`src/rtl/word_packer_credit_pkg.sv`:
```
// Shared types and constants for the 16-bit word packer and its credit counter.
package word_packer_credit_pkg;

    localparam int WORD_W = 16;
    localparam int WORDS  = 16;
    localparam int WCNT_W = 5;
    localparam int CRED_W = 6;

    typedef enum logic {
        FILL        = 1'b0,
        WAIT_CREDIT = 1'b1
    } state_e;

    // A full buffer of 16 words wraps to size 0 on the 4-bit size field.
    function automatic logic [3:0] enc_size(input logic [WCNT_W-1:0] n);
        return n[3:0];
    endfunction

endpackage

```
`src/rtl/word_packer_credit_if.sv`:
```
// Upstream word stream plus downstream FIFO write/credit signals of the packer.
interface word_packer_credit_if;
    import word_packer_credit_pkg::*;

    logic [WORD_W-1:0]       s_data;
    logic                    s_valid;
    logic                    s_ready;
    logic                    flush;
    logic [WORDS*WORD_W-1:0] data_o;
    logic [3:0]              size_o;
    logic                    data_we;
    logic                    credit_ret;
    logic [CRED_W-1:0]       credit_cnt;
    logic                    credit_err;

    modport slave (
        input  s_data, s_valid, flush, credit_ret,
        output s_ready, data_o, size_o, data_we, credit_cnt, credit_err
    );

    modport master (
        output s_data, s_valid, flush, credit_ret,
        input  s_ready, data_o, size_o, data_we, credit_cnt, credit_err
    );

endinterface

```
`src/rtl/word_packer_credit_credit_counter.sv`:
```
// Downstream word-credit tracker: subtracts consumed words, adds returned ones,
// and drops (with a sticky error) any return that would exceed the initial pool.
module credit_counter
    import word_packer_credit_pkg::*;
#(
    parameter int CREDIT_INIT = 32
) (
    input  logic              clk,
    input  logic              reset_p,
    input  logic [WCNT_W-1:0] consume,
    input  logic              ret,
    output logic [CRED_W-1:0] cnt,
    output logic              err
);

    localparam logic [CRED_W:0] INIT_X = (CRED_W+1)'(CREDIT_INIT);

    logic [CRED_W-1:0] cnt_q, cnt_d;
    logic              err_q, err_d;
    logic [CRED_W:0]   base;

    always_comb begin
        // consume never exceeds cnt_q, so base cannot wrap
        base  = {1'b0, cnt_q} - {2'b00, consume};
        cnt_d = base[CRED_W-1:0];
        err_d = err_q;
        if (ret) begin
            if (base + 1'b1 > INIT_X) begin
                err_d = 1'b1;
            end else begin
                cnt_d = base[CRED_W-1:0] + 1'b1;
            end
        end
    end

    always_ff @(posedge clk or posedge reset_p) begin
        if (reset_p) begin
            cnt_q <= INIT_X[CRED_W-1:0];
            err_q <= 1'b0;
        end else begin
            cnt_q <= cnt_d;
            err_q <= err_d;
        end
    end

    assign cnt = cnt_q;
    assign err = err_q;

endmodule

```
`src/rtl/word_packer_credit.sv`:
```
// Packs 16-bit words into 16-slot lines and writes them downstream when full,
// flushed or idle, but only once the downstream FIFO has room for the whole line.
module word_packer_credit
    import word_packer_credit_pkg::*;
#(
    parameter int CREDIT_INIT = 32,
    parameter int TIMEOUT     = 8
) (
    input  logic               clk,
    input  logic               reset_p,
    word_packer_credit_if.slave bus
);

    localparam logic [7:0] TO = 8'(TIMEOUT);

    state_e                        state_q, state_d;
    logic [WCNT_W-1:0]             wcnt_q, wcnt_d;
    logic [WORDS-1:0][WORD_W-1:0]  buf_q, buf_d;
    logic                          flush_pend_q, flush_pend_d;
    logic [7:0]                    idle_cnt_q, idle_cnt_d;
    logic                          data_we_q, data_we_d;
    logic [WORDS-1:0][WORD_W-1:0]  data_o_q, data_o_d;
    logic [3:0]                    size_o_q, size_o_d;

    logic [CRED_W-1:0] credit_cnt;
    logic [WCNT_W-1:0] consume;
    logic              emit_req, credit_ok, emit_go, s_ready, xfer;

    credit_counter #(.CREDIT_INIT(CREDIT_INIT)) u_credit (
        .clk     (clk),
        .reset_p (reset_p),
        .consume (consume),
        .ret     (bus.credit_ret),
        .cnt     (credit_cnt),
        .err     (bus.credit_err)
    );

    always_comb begin
        emit_req = (wcnt_q == 5'd16) ||
                   ((wcnt_q != '0) && (flush_pend_q || idle_cnt_q == TO));
        credit_ok = credit_cnt >= {1'b0, wcnt_q};
        emit_go   = emit_req && credit_ok;
        s_ready   = !reset_p && (wcnt_q < 5'd16) && !emit_req;
        xfer      = bus.s_valid && s_ready;

        state_d      = state_q;
        wcnt_d       = wcnt_q;
        buf_d        = buf_q;
        flush_pend_d = flush_pend_q;
        idle_cnt_d   = idle_cnt_q;
        data_we_d    = 1'b0;
        data_o_d     = data_o_q;
        size_o_d     = size_o_q;
        consume      = '0;

        if (xfer) begin
            buf_d[wcnt_q[3:0]] = bus.s_data;
            wcnt_d             = wcnt_q + 1'b1;
            idle_cnt_d         = '0;
        end else if (wcnt_q != '0 && idle_cnt_q != TO) begin
            idle_cnt_d = idle_cnt_q + 1'b1;
        end

        if (bus.flush && (wcnt_q != '0 || xfer)) begin
            flush_pend_d = 1'b1;
        end

        case (state_q)
            FILL:        if (emit_req && !credit_ok) state_d = WAIT_CREDIT;
            WAIT_CREDIT: if (emit_go) state_d = FILL;
            default:     state_d = FILL;
        endcase

        // Emission cycle never overlaps a transfer since s_ready is low.
        if (emit_go) begin
            data_we_d    = 1'b1;
            data_o_d     = buf_q;
            size_o_d     = enc_size(wcnt_q);
            consume      = wcnt_q;
            wcnt_d       = '0;
            buf_d        = '0;
            flush_pend_d = 1'b0;
            idle_cnt_d   = '0;
        end
    end

    always_ff @(posedge clk or posedge reset_p) begin
        if (reset_p) begin
            state_q      <= FILL;
            wcnt_q       <= '0;
            buf_q        <= '0;
            flush_pend_q <= 1'b0;
            idle_cnt_q   <= '0;
            data_we_q    <= 1'b0;
            data_o_q     <= '0;
            size_o_q     <= '0;
        end else begin
            state_q      <= state_d;
            wcnt_q       <= wcnt_d;
            buf_q        <= buf_d;
            flush_pend_q <= flush_pend_d;
            idle_cnt_q   <= idle_cnt_d;
            data_we_q    <= data_we_d;
            data_o_q     <= data_o_d;
            size_o_q     <= size_o_d;
        end
    end

    assign bus.s_ready    = s_ready;
    assign bus.data_o     = data_o_q;
    assign bus.size_o     = size_o_q;
    assign bus.data_we    = data_we_q;
    assign bus.credit_cnt = credit_cnt;

endmodule

```
`src/flat_wrapper.sv`:
```
// flat-port wrapper written by rule: the top's interface ports become plain ports
module word_packer_credit_flat import word_packer_credit_pkg::*;
#(
    parameter int CREDIT_INIT = 32,
    parameter int TIMEOUT     = 8
)
  (clk, reset_p, bus_s_data, bus_s_valid, bus_flush, bus_credit_ret, bus_s_ready, bus_data_o, bus_size_o, bus_data_we, bus_credit_cnt, bus_credit_err);
  word_packer_credit_if bus_i ();
  input  logic clk;
  input  logic reset_p;
  input wire logic [$bits(bus_i.s_data)-1:0] bus_s_data;
  input wire logic [$bits(bus_i.s_valid)-1:0] bus_s_valid;
  input wire logic [$bits(bus_i.flush)-1:0] bus_flush;
  input wire logic [$bits(bus_i.credit_ret)-1:0] bus_credit_ret;
  output wire logic [$bits(bus_i.s_ready)-1:0] bus_s_ready;
  output wire logic [$bits(bus_i.data_o)-1:0] bus_data_o;
  output wire logic [$bits(bus_i.size_o)-1:0] bus_size_o;
  output wire logic [$bits(bus_i.data_we)-1:0] bus_data_we;
  output wire logic [$bits(bus_i.credit_cnt)-1:0] bus_credit_cnt;
  output wire logic [$bits(bus_i.credit_err)-1:0] bus_credit_err;
  assign bus_i.s_data = bus_s_data;
  assign bus_i.s_valid = bus_s_valid;
  assign bus_i.flush = bus_flush;
  assign bus_i.credit_ret = bus_credit_ret;
  assign bus_s_ready = bus_i.s_ready;
  assign bus_data_o = bus_i.data_o;
  assign bus_size_o = bus_i.size_o;
  assign bus_data_we = bus_i.data_we;
  assign bus_credit_cnt = bus_i.credit_cnt;
  assign bus_credit_err = bus_i.credit_err;
  word_packer_credit #(.CREDIT_INIT(CREDIT_INIT), .TIMEOUT(TIMEOUT)) u_core (.clk(clk), .reset_p(reset_p), .bus(bus_i));
endmodule
```
`config.mk`:
```
export PLATFORM = sky130hd
export DESIGN_NAME = word_packer_credit_flat
export DESIGN_NICKNAME = d
export VERILOG_FILES = /design/src/rtl/word_packer_credit_pkg.sv /design/src/rtl/word_packer_credit_if.sv /design/src/rtl/word_packer_credit_credit_counter.sv /design/src/rtl/word_packer_credit.sv /design/src/flat_wrapper.sv
export SDC_FILE = /design/constraint.sdc
export NUM_CORES = 1
export LEC_CHECK = 0
export BUFFER_PORTS_ARGS = -buffer_cell sky130_fd_sc_hd__clkbuf_2
export CAP_MARGIN = 10
export CELL_PAD_IN_SITES_DETAIL_PLACEMENT = 1
export CELL_PAD_IN_SITES_GLOBAL_PLACEMENT = 1
export CORE_ASPECT_RATIO = 1.1
export CORE_UTILIZATION = 52
export CTS_BUF_LIST = sky130_fd_sc_hd__clkbuf_2
export DETAILED_ROUTE_END_ITERATION = 16
export PLACE_DENSITY = 0.95
export SLEW_MARGIN = 0
export SYNTH_ARGS = -nofsm -noshare
export SYNTH_HDL_FRONTEND = slang
export SYNTH_SLANG_ARGS = --single-unit
```
`constraint.sdc`:
```
create_clock -name clk -period 28.2 [get_ports clk]
set_input_delay 2.82 -clock clk [delete_from_list [all_inputs] [get_ports clk]]
set_output_delay 2.82 -clock clk [all_outputs]
set_load 0.05 [all_outputs]
```
Yosys cells after proc, flatten, opt, wreduce, memory -nomap -nowiden
Cells that the tools add are included.
- register bits after elaboration: 538
- input port bits: 21
- output and inout bits: 269
- add/sub/neg operators: 5
- order comparisons: 5
- eq/ne operators: 3
- muxes and demuxes: 16
- reduce and logical (&&, ||, !) cells: 18
- operators with widths (operator ; number):
    $mux 256 ; 2
    $bwmux 256 ; 1
    $demux 16 s4 ; 1
    $mux 8 ; 3
    $mux 16 ; 1
    $mux 5 ; 3
    $mux 6 ; 2
    $add 8x1->8 const B ; 1
    $eq 8x4->1 const B ; 1
    $logic_and 1x1->1 ; 8
    $ne 8x4->1 const B ; 1
    $add 7x1->7 const B ; 1
    $gt 7x6->1 const B ; 1
    $sub 6x5->7 ; 1
    $add 6x1->6 const B ; 1
    $ge 6x5->1 ; 1
    $add 5x1->5 const B ; 1
    $eq 5x5->1 const B ; 1
    $lt 4x5->1 const B ; 1
    $lt 5x5->1 const B ; 1
    $reduce_bool 5->1 ; 1
    $ge 4x1->1 const B ; 1
    $reduce_bool 2->1 ; 2
    $logic_or 1x1->1 ; 3
    4 further kinds ; 7

Depth between registers and ports, before layout
Gate-level depths: netlist (run 1).
- word-level depth: 11
- mapped depth: 20

Modules after synthesis
Synthesis (run 1) repeated with hierarchy kept, for this count alone.
- cells, all modules: 1776
- area total of the unflattened synthesis: 22207.5 µm²
- by module, submodules not included (module ; instances ; cells an instance ; area each (µm²) ; sequential area each (µm²)):
    word_packer_credit ; 1 ; 1693 ; 21445.6 ; 13287.7
    credit_counter ; 1 ; 83 ; 762.0 ; 176.4

Worst setup path before layout (run 1)
Ideal clock, no wire load.
- kind: input port to output port
- start: in reset_p
- end: out bus_s_ready
- data arrival time: 3.644 ns
- required time: 25.380 ns
- slack: 21.736 ns
- stages: 3
- path buffers: 1
- cells stage by stage: or3_1 buf_2 inv_1
- word-level cells in the longest chain between the ends: 3
- RTL lines (what ; line ; RTL):
    start, declared ; flat_wrapper.sv:10 ; input logic reset_p;
    $logic_not 1->1 ; word_packer_credit.sv:43 ; s_ready = !reset_p && (wcnt_q < 5'd16) && !emit_req;
    $logic_and 1x1->1 (2 in series) ; word_packer_credit.sv:43 ;
    end, declared ; flat_wrapper.sv:15 ; output wire logic [$bits(bus_i.s_ready)-1:0] bus_s_ready;
Every way passes these cells.

Worst setup path after layout (run 1)
Ends and elaborated chain as after synthesis.

==> flow_metrics.py, run 1 <==
metrics = {
    "sta": {
        "rsz0062_at_grt": "false",
        "setup_viol": 0,
        "worstMarginPinSlew_ns": 1.20,
        "slew_viol_final": 0,
        "setup_tns_ns": 0,
        "maxSlewHeadroom_pct": 19.9,
        "timing.final.ws_setup_ns": 21.31,
        "fmax_ghz": 0.145,
        "finalHoldViolCount": 0,
        "fin_crit_ns": 6.89,
        "post-route-period-util_pct": 24.4,
        "finClkSkew_ns": 0.123,
    },
    "global_routing": {
        "overflow": 0,
        "grt_pass1_vias": 18200,
        "track_usage_pct": 33.1,
        "grt_start_max_net_pins": 215,
        "antenna_found_initial": 1,
        "grt_pass1_wl_um": 107000,
    },
    "critical_path": {
        "critPathKind": "input pin to output pin",
        "cp_max_fo": 9,
        "cp-start-kind": "input pin",
        "r2r_end": "u_core.u_credit.cnt[4]",
        "endpoint_kind": "output pin",
        "critPathRequiredTime_ns": 25.38,
        "r2r_start": "u_core.idle_cnt_q[0]",
        "crit_arrival_ns": 4.07,
        "rr_worst_depth": 18,
        "reg2reg_slack_ns": 21.56,
    },
    "flow_run": {
        "drv_cap": 0,
    },
    "detailed_routing": {
        "vias": 16200,
        "post_drt_wl_per_cell_um": 24.8,
        "wl_um": 70200,
        "first_pass_iters": 5,
        "highest_layer": "met4",
        "drtIter0Drc": 1384,
        "ant_nets": 0,
        "met1_length_um": 25900,
        "drcViolationCount": 0,
        "wl_met2_um": 35600,
        "wl_met3_um": 4830,
        "routed_via_density": 5.73,
    },
    "layout": {
        "fillCellCount": 4464,
        "syn2layout_area_growth_pct": 12.4,
        "seqCellArea_um2": 13500,
        "nNetsFinal": 2217,
        "final_layout_size_suffix_gt1_share_pct": 24.0,
        "mostFrequentLayoutCells": "dfrtp_1, clkbuf_2, nand2_1, mux2_1, inv_1",
        "multi_input_area_um2": 7040,
        "final_common_cell": "dfrtp_1",
        "fin_area_um2": 25000,
    },
    "synth": {
        "syn-num-nets": 1909,
        "synth_area_um2": 22200,
        "ys_types": 49,
        "synth.avg_cell_area_um2": 11.9,
        "synth_ff_type": "dfrtp_1",
        "syn_inst": 1870,
        "synth_seq_cells": 538,
        "yosys_warnings": 0,
        "seq_area_frac_synth_pct": 60.5,
        "ys_async_sr_fraction_pct": 100,
        "synth_edf_count": 0,
    },
    "clock_network": {
        "cts_hold_buf": 0,
        "cts_tree": "built",
        "cts_sinks": 538,
        "cts_setup_buffers": 0,
        "htreeDepth": 4,
        "clock_tree.root_cell": "clkbuf_2",
        "insertion_delay_ns": 1.16,
        "cts_resized": 0,
        "clk_pin_slew_worst_paths_ns": 0.14,
        "cts_max_path_buffers": 3,
        "cts_made_buffers": 135,
    },
    "floorplan": {
        "io_pins": 290,
        "fp.dieH_um": 219,
        "core_area_um2": 42200,
        "rows": 79,
        "dieArea_um2": 43600,
        "initial_core_util_pct": 52.7,
        "die_w_um": 199,
    },
    "placement": {
        "place_area_um2": 23800,
        "numPortBuffers": 289,
        "gp_congestion": 0.807,
        "dpl_worst_slack_ns": 21.30,
        "dpl.hpwl_um": 42600,
    },
    "worst_hold_path": {
        "hold_start": "u_core.buf_q[185]",
        "hp-class": "register to register",
        "min_to": "u_core.bus.data_o[185]",
        "hold_depth": 1,
    },
    "outcome": {
        "status": "finished clean",
    },
    "power_and_ir_drop": {
        "power_mw": 2.25,
        "power_density_nw_per_um2": 89.9,
        "power.leakage_nw": 12.9,
        "peakVddDrop_mv": 0.0901,
    },
}
==> flip-flops by register name (all words and copies together) (netlist names) <==
register             cells
u_core.wcnt_q            5
u_core.idle_cnt_q        8
u_core.u_credit.err      1
u_core.flush_pend_q      1
u_core.u_credit.cnt      6
u_core.buf_q           256
u_core.bus.size_o        4
u_core.bus.data_we       1
u_core.bus.data_o      256
==> layer usage <==
| metal | vias up | GRT usage, % |
|---|---|---|
| met2 | 759 | 54.9 |
| met3 | 269 | 8.61 |
| met5 | - | 0 |
| li1 | 6887 | - |
| met4 | 0 | 20.9 |
| met1 | 8320 | 38.0 |
==> cells by family (layout without fill, tap and decap cells) <==
kind of cell,count (synthesis),after routing,share of synthesized area [%]
flip-flops,538,538,60.5
buffers and inverters,397,790,8.13
AND/OR/NAND/NOR,349,349,6.46
multiplexers,278,278,14.0
AO/OA/AOI/OAI,274,274,9.24
adder cells (fa/ha/maj),18,18,1.05
XOR/XNOR,16,16,0.630
other,0,1,0
==> metrics by stage <==
| stage | hold WS [ns] | util (%) | cells |
|---|---|---|---|
| after floorplan | 0.464 | - | 1870 |
| after global placement | 0.466 | 56.4 | 2606 |
| after detailed placement | 0.477 | 56.4 | 2606 |
| after CTS | 0.408 | 59.1 | 2828 |
| after global routing | 0.436 | 59.2 | 2831 |
| final | 0.407 | 59.2 | 2831 |
==> worst max-delay path, cell delays in order <==
cell and delay [ns]:
clkbuf_2 0.16, or3_1 0.66, inv_1 0.14, clkbuf_2 0.29
==> how the worst max path moves through the flow <==
stage	start	end	slack (ns)
2_1_floorplan	reset_p	u_core.buf_q[0]	10.34
3_3_place_gp	reset_p	bus_s_ready	21.31
3_5_place_dp	reset_p	bus_s_ready	21.30
4_1_cts	reset_p	bus_s_ready	21.30
5_1_grt	u_core.idle_cnt_q[0]	u_core.u_credit.cnt[4]	21.01
6_report	reset_p	bus_s_ready	21.31
==> where the power goes <==
| part | internal [mW] | switching, mW |
|---|---|---|
| clock network | 0.193 | 0.327 |
| registers | 0.865 | 0.0708 |
| logic | 0.210 | 0.581 |
==> Yosys cell counts (3+ instances only) <==
cell | n | area, µm²
ha_1 | 17 | 213
mux2_1 | 260 | 2930
buf_8 | 10 | 150
o21ai_0 | 5 | 25.0
buf_2 | 32 | 160
nor3_1 | 14 | 70.1
nand2_1 | 260 | 976
nor2_1 | 41 | 154
clkbuf_1 | 74 | 278
nor3_2 | 5 | 50.1
nand4_1 | 4 | 25.0
xor2_1 | 7 | 61.3
buf_6 | 20 | 225
and2_1 | 3 | 18.8
buf_4 | 4 | 30.0
inv_1 | 256 | 961
nor4_1 | 3 | 18.8
mux2i_1 | 17 | 170
and3_1 | 3 | 18.8
nand3_1 | 5 | 25.0
nor2b_1 | 3 | 18.8
xnor2_1 | 9 | 78.8
dfrtp_1 | 537 | 13400
o31ai_1 | 243 | 1820
a21oi_1 | 10 | 50.1
==> layout make-up <==
cell class / instances / share of cell area [%]
clock inverter: 24 / 0.496
multi-input combinational: 935 / 28.2
sequential: 538 / 53.9
timing repair buffer: 312 / 6.79
inverter: 256 / 3.87
clock buffer: 198 / 3.96
tap: 567 / 2.84
antenna: 1 / 0.0100
(Power assumes the default switching activity.)
==> inputs of run 2 (changes only) <==
--- a/config.mk
+++ b/config.mk
@@ -10,10 +10,10 @@
 export CELL_PAD_IN_SITES_DETAIL_PLACEMENT = 1
 export CELL_PAD_IN_SITES_GLOBAL_PLACEMENT = 1
 export CORE_ASPECT_RATIO = 1.1
-export CORE_UTILIZATION = 52
+export CORE_UTILIZATION = 43
 export CTS_BUF_LIST = sky130_fd_sc_hd__clkbuf_2
 export DETAILED_ROUTE_END_ITERATION = 16
-export PLACE_DENSITY = 0.95
+export PLACE_DENSITY = 0.89
 export SLEW_MARGIN = 0
 export SYNTH_ARGS = -nofsm -noshare
 export SYNTH_HDL_FRONTEND = slang
==> constraint.sdc (replaced) <==
create_clock -name clk -period 6.15 [get_ports clk]
set_input_delay 0.615 -clock clk [delete_from_list [all_inputs] [get_ports clk]]
set_output_delay 0.615 -clock clk [all_outputs]
set_load 0.05 [all_outputs]
==> run 2 against run 1 <==
Against the previous run: critical path depth is 13 higher; setup slack worse by 20 ns; sequential share of layout area decreased by 1.1 points; register-to-register slack worse by 20 ns; critical endpoint is now u_core.u_credit.cnt[4]; hold slack got worse by 0.22 ns; power rose to 4.6 times the previous value; combinational power increased to 4.6 times the previous value; largest cell class unchanged; cell count is 5.1% higher; sequential cell count is the same; highest routed layer unchanged; count of clock-buffer cells in the layout is 1 lower; utilization is 9.4 points lower.
==> flow_metrics.py, run 2 (same netlist as run 1, synthesis figures left out) <==
metrics = {
    "global_routing": {
        "track_usage_pct": 25.6,
        "antenna_found_initial": 2,
        "overflow": 0,
        "grt_start_max_net_pins": 215,
        "grt_pass1_vias": 17500,
        "grt_pass1_wl_um": 101000,
    },
    "sta": {
        "setup_viol": 0,
        "fin_crit_ns": 4.91,
        "rsz0062_at_grt": "false",
        "post-route-period-util_pct": 79.9,
        "slew_viol_final": 0,
        "finClkSkew_ns": 0.135,
        "fmax_ghz": 0.204,
        "worstMarginPinSlew_ns": 1.20,
        "fin_hold_ws_ns": 0.189,
        "maxSlewHeadroom_pct": 20.1,
        "finalHoldViolCount": 0,
    },
    "floorplan": {
        "io_pins": 290,
        "rows": 87,
        "initial_core_util_pct": 43.5,
        "fp.dieH_um": 241,
        "core_area_um2": 51200,
        "die_w_um": 219,
        "dieArea_um2": 52700,
    },
    "clock_network": {
        "cts_resized": 0,
        "cts_sinks": 538,
        "cts_setup_buffers": 0,
        "clock_tree.root_cell": "clkbuf_2",
        "insertion_delay_ns": 1.31,
        "htreeDepth": 4,
        "cts_tree": "built",
        "cts_max_path_buffers": 3,
        "clk_pin_slew_worst_paths_ns": 0.10,
        "cts_made_buffers": 138,
    },
    "power_and_ir_drop": {
        "power.leakage_nw": 13.1,
        "power_density_nw_per_um2": 408,
        "peakVddDrop_mv": 0.528,
    },
    "worst_hold_path": {
        "hp-class": "input pin to asynchronous set/reset pin",
    },
    "detailed_routing": {
        "first_pass_iters": 5,
        "wl_um": 66000,
        "ant_nets": 0,
        "routed_via_density": 5.30,
        "post_drt_wl_per_cell_um": 22.2,
        "vias": 15800,
        "drtIter0Drc": 1111,
        "drcViolationCount": 0,
    },
    "layout": {
        "final_common_cell": "dfrtp_1",
        "final_cells": 2975,
        "fin_area_um2": 25500,
        "nNetsFinal": 2246,
        "final_layout_size_suffix_gt1_share_pct": 24.1,
        "syn2layout_area_growth_pct": 14.6,
        "mostFrequentLayoutCells": "dfrtp_1, clkbuf_2, nand2_1, mux2_1, inv_1",
        "fin_util_pct": 49.8,
        "fillCellCount": 5572,
    },
    "flow_run": {
        "drv_cap": 0,
    },
    "critical_path": {
        "critPathRequiredTime_ns": 7.26,
        "crit_arrival_ns": 6.02,
        "cp_max_fo": 7,
        "critPathKind": "register to register",
        "endpoint_kind": "register",
        "cp-start-kind": "register",
    },
    "outcome": {
        "status": "finished clean",
    },
    "placement": {
        "numPortBuffers": 289,
        "dp_cells": 2713,
        "place_area_um2": 24000,
        "dpl.hpwl_um": 41600,
        "gp_congestion": 0.794,
    },
}
==> run 2: cell count changes in the layout (fill, tap and decap cells not counted), sizes merged <==
cell and delta:
buf +5, bufinv +3, diode +3, clkinvlp +1, inv -1, clkinv +13, dlygate4sd3 +20
==> run 2: metrics by stage <==
step	total power, mW	TNS, ns	setup WS, ns
6_report	10.4	0	1.24
5_1_grt	10.9	0	0.958
4_1_cts	10.5	0	1.25
3_5_place_dp	7.89	0	1.29
3_3_place_gp	7.67	0	1.59
2_1_floorplan	7.31	-955.96	-1.78
==> run 2: report_power, final <==
group | switching (mW) | internal, mW | total, mW | leakage [nW]
registers | 0.298 | 3.96 | 4.26 | 7.44
logic | 2.63 | 0.966 | 3.60 | 4.67
clock network | 1.51 | 1.03 | 2.53 | 0.949
==> run 2: repair_timing <==
action	CTS	global route
hold buffers	20	0
endpoints found under the hold margin	229	0
setup endpoints to repair	0	0
==> run 2: path summary, 6_finish.rpt <==
path | to | cells after the start | startpoint | slack [ns]
worst max-delay path | u_core.u_credit.cnt[4] | 17 | u_core.idle_cnt_q[1] | 1.24
worst min-delay path | u_core.u_credit.cnt[0] | 3 | reset_p | 0.19
worst max register to register | u_core.u_credit.cnt[4] | 17 | u_core.idle_cnt_q[1] | 1.24
worst min register to register | u_core.bus.data_o[40] | 1 | u_core.buf_q[40] | 0.42
max in group asynchronous | u_core.buf_q[125] | 4 | reset_p | 4.44
min in group clk | u_core.buf_q[26] | 3 | bus_s_data[10] | 0.20
==> run 2: critical path: stages, from the launching register on <==
cell       delay, ns
dfrtp_1         0.41
inv_1           0.08
ha_1            0.13
or4b_1          0.49
o41ai_2         0.35
a22o_1          0.22
o31ai_1         0.12
a21oi_4         0.21
and2_1          0.16
ha_1            0.18
inv_1           0.06
fa_1            0.54
ha_1            0.25
nand2_1         0.14
o41ai_1         0.50
o22ai_1         0.24
a2111oi_1       0.51
xor2_1          0.20
==> run 2: per-layer routing <==
| metal | GRT usage [%] | wire [µm] | up-vias |
|---|---|---|---|
| met4 | 12.0 | 2280 | 0 |
| li1 | - | - | 6962 |
| met2 | 42.7 | 33600 | 484 |
| met3 | 8.13 | 4360 | 126 |
| met1 | 30.0 | 25800 | 8205 |
| met5 | 0 | 0 | - |
==> run 2: layout make-up <==
class                   instances  area, µm²  share of cell area (%)
flip-flops and latches        538      13500                    52.8
well taps                     667        835                    3.27
multi-input cells             935       7040                    27.6
inverters                     256        965                    3.78
clock buffers                 197        986                    3.87
diodes                          4       10.0                  0.0393
clock inverters                40        275                    1.08
repair buffers                338       1920                    7.53
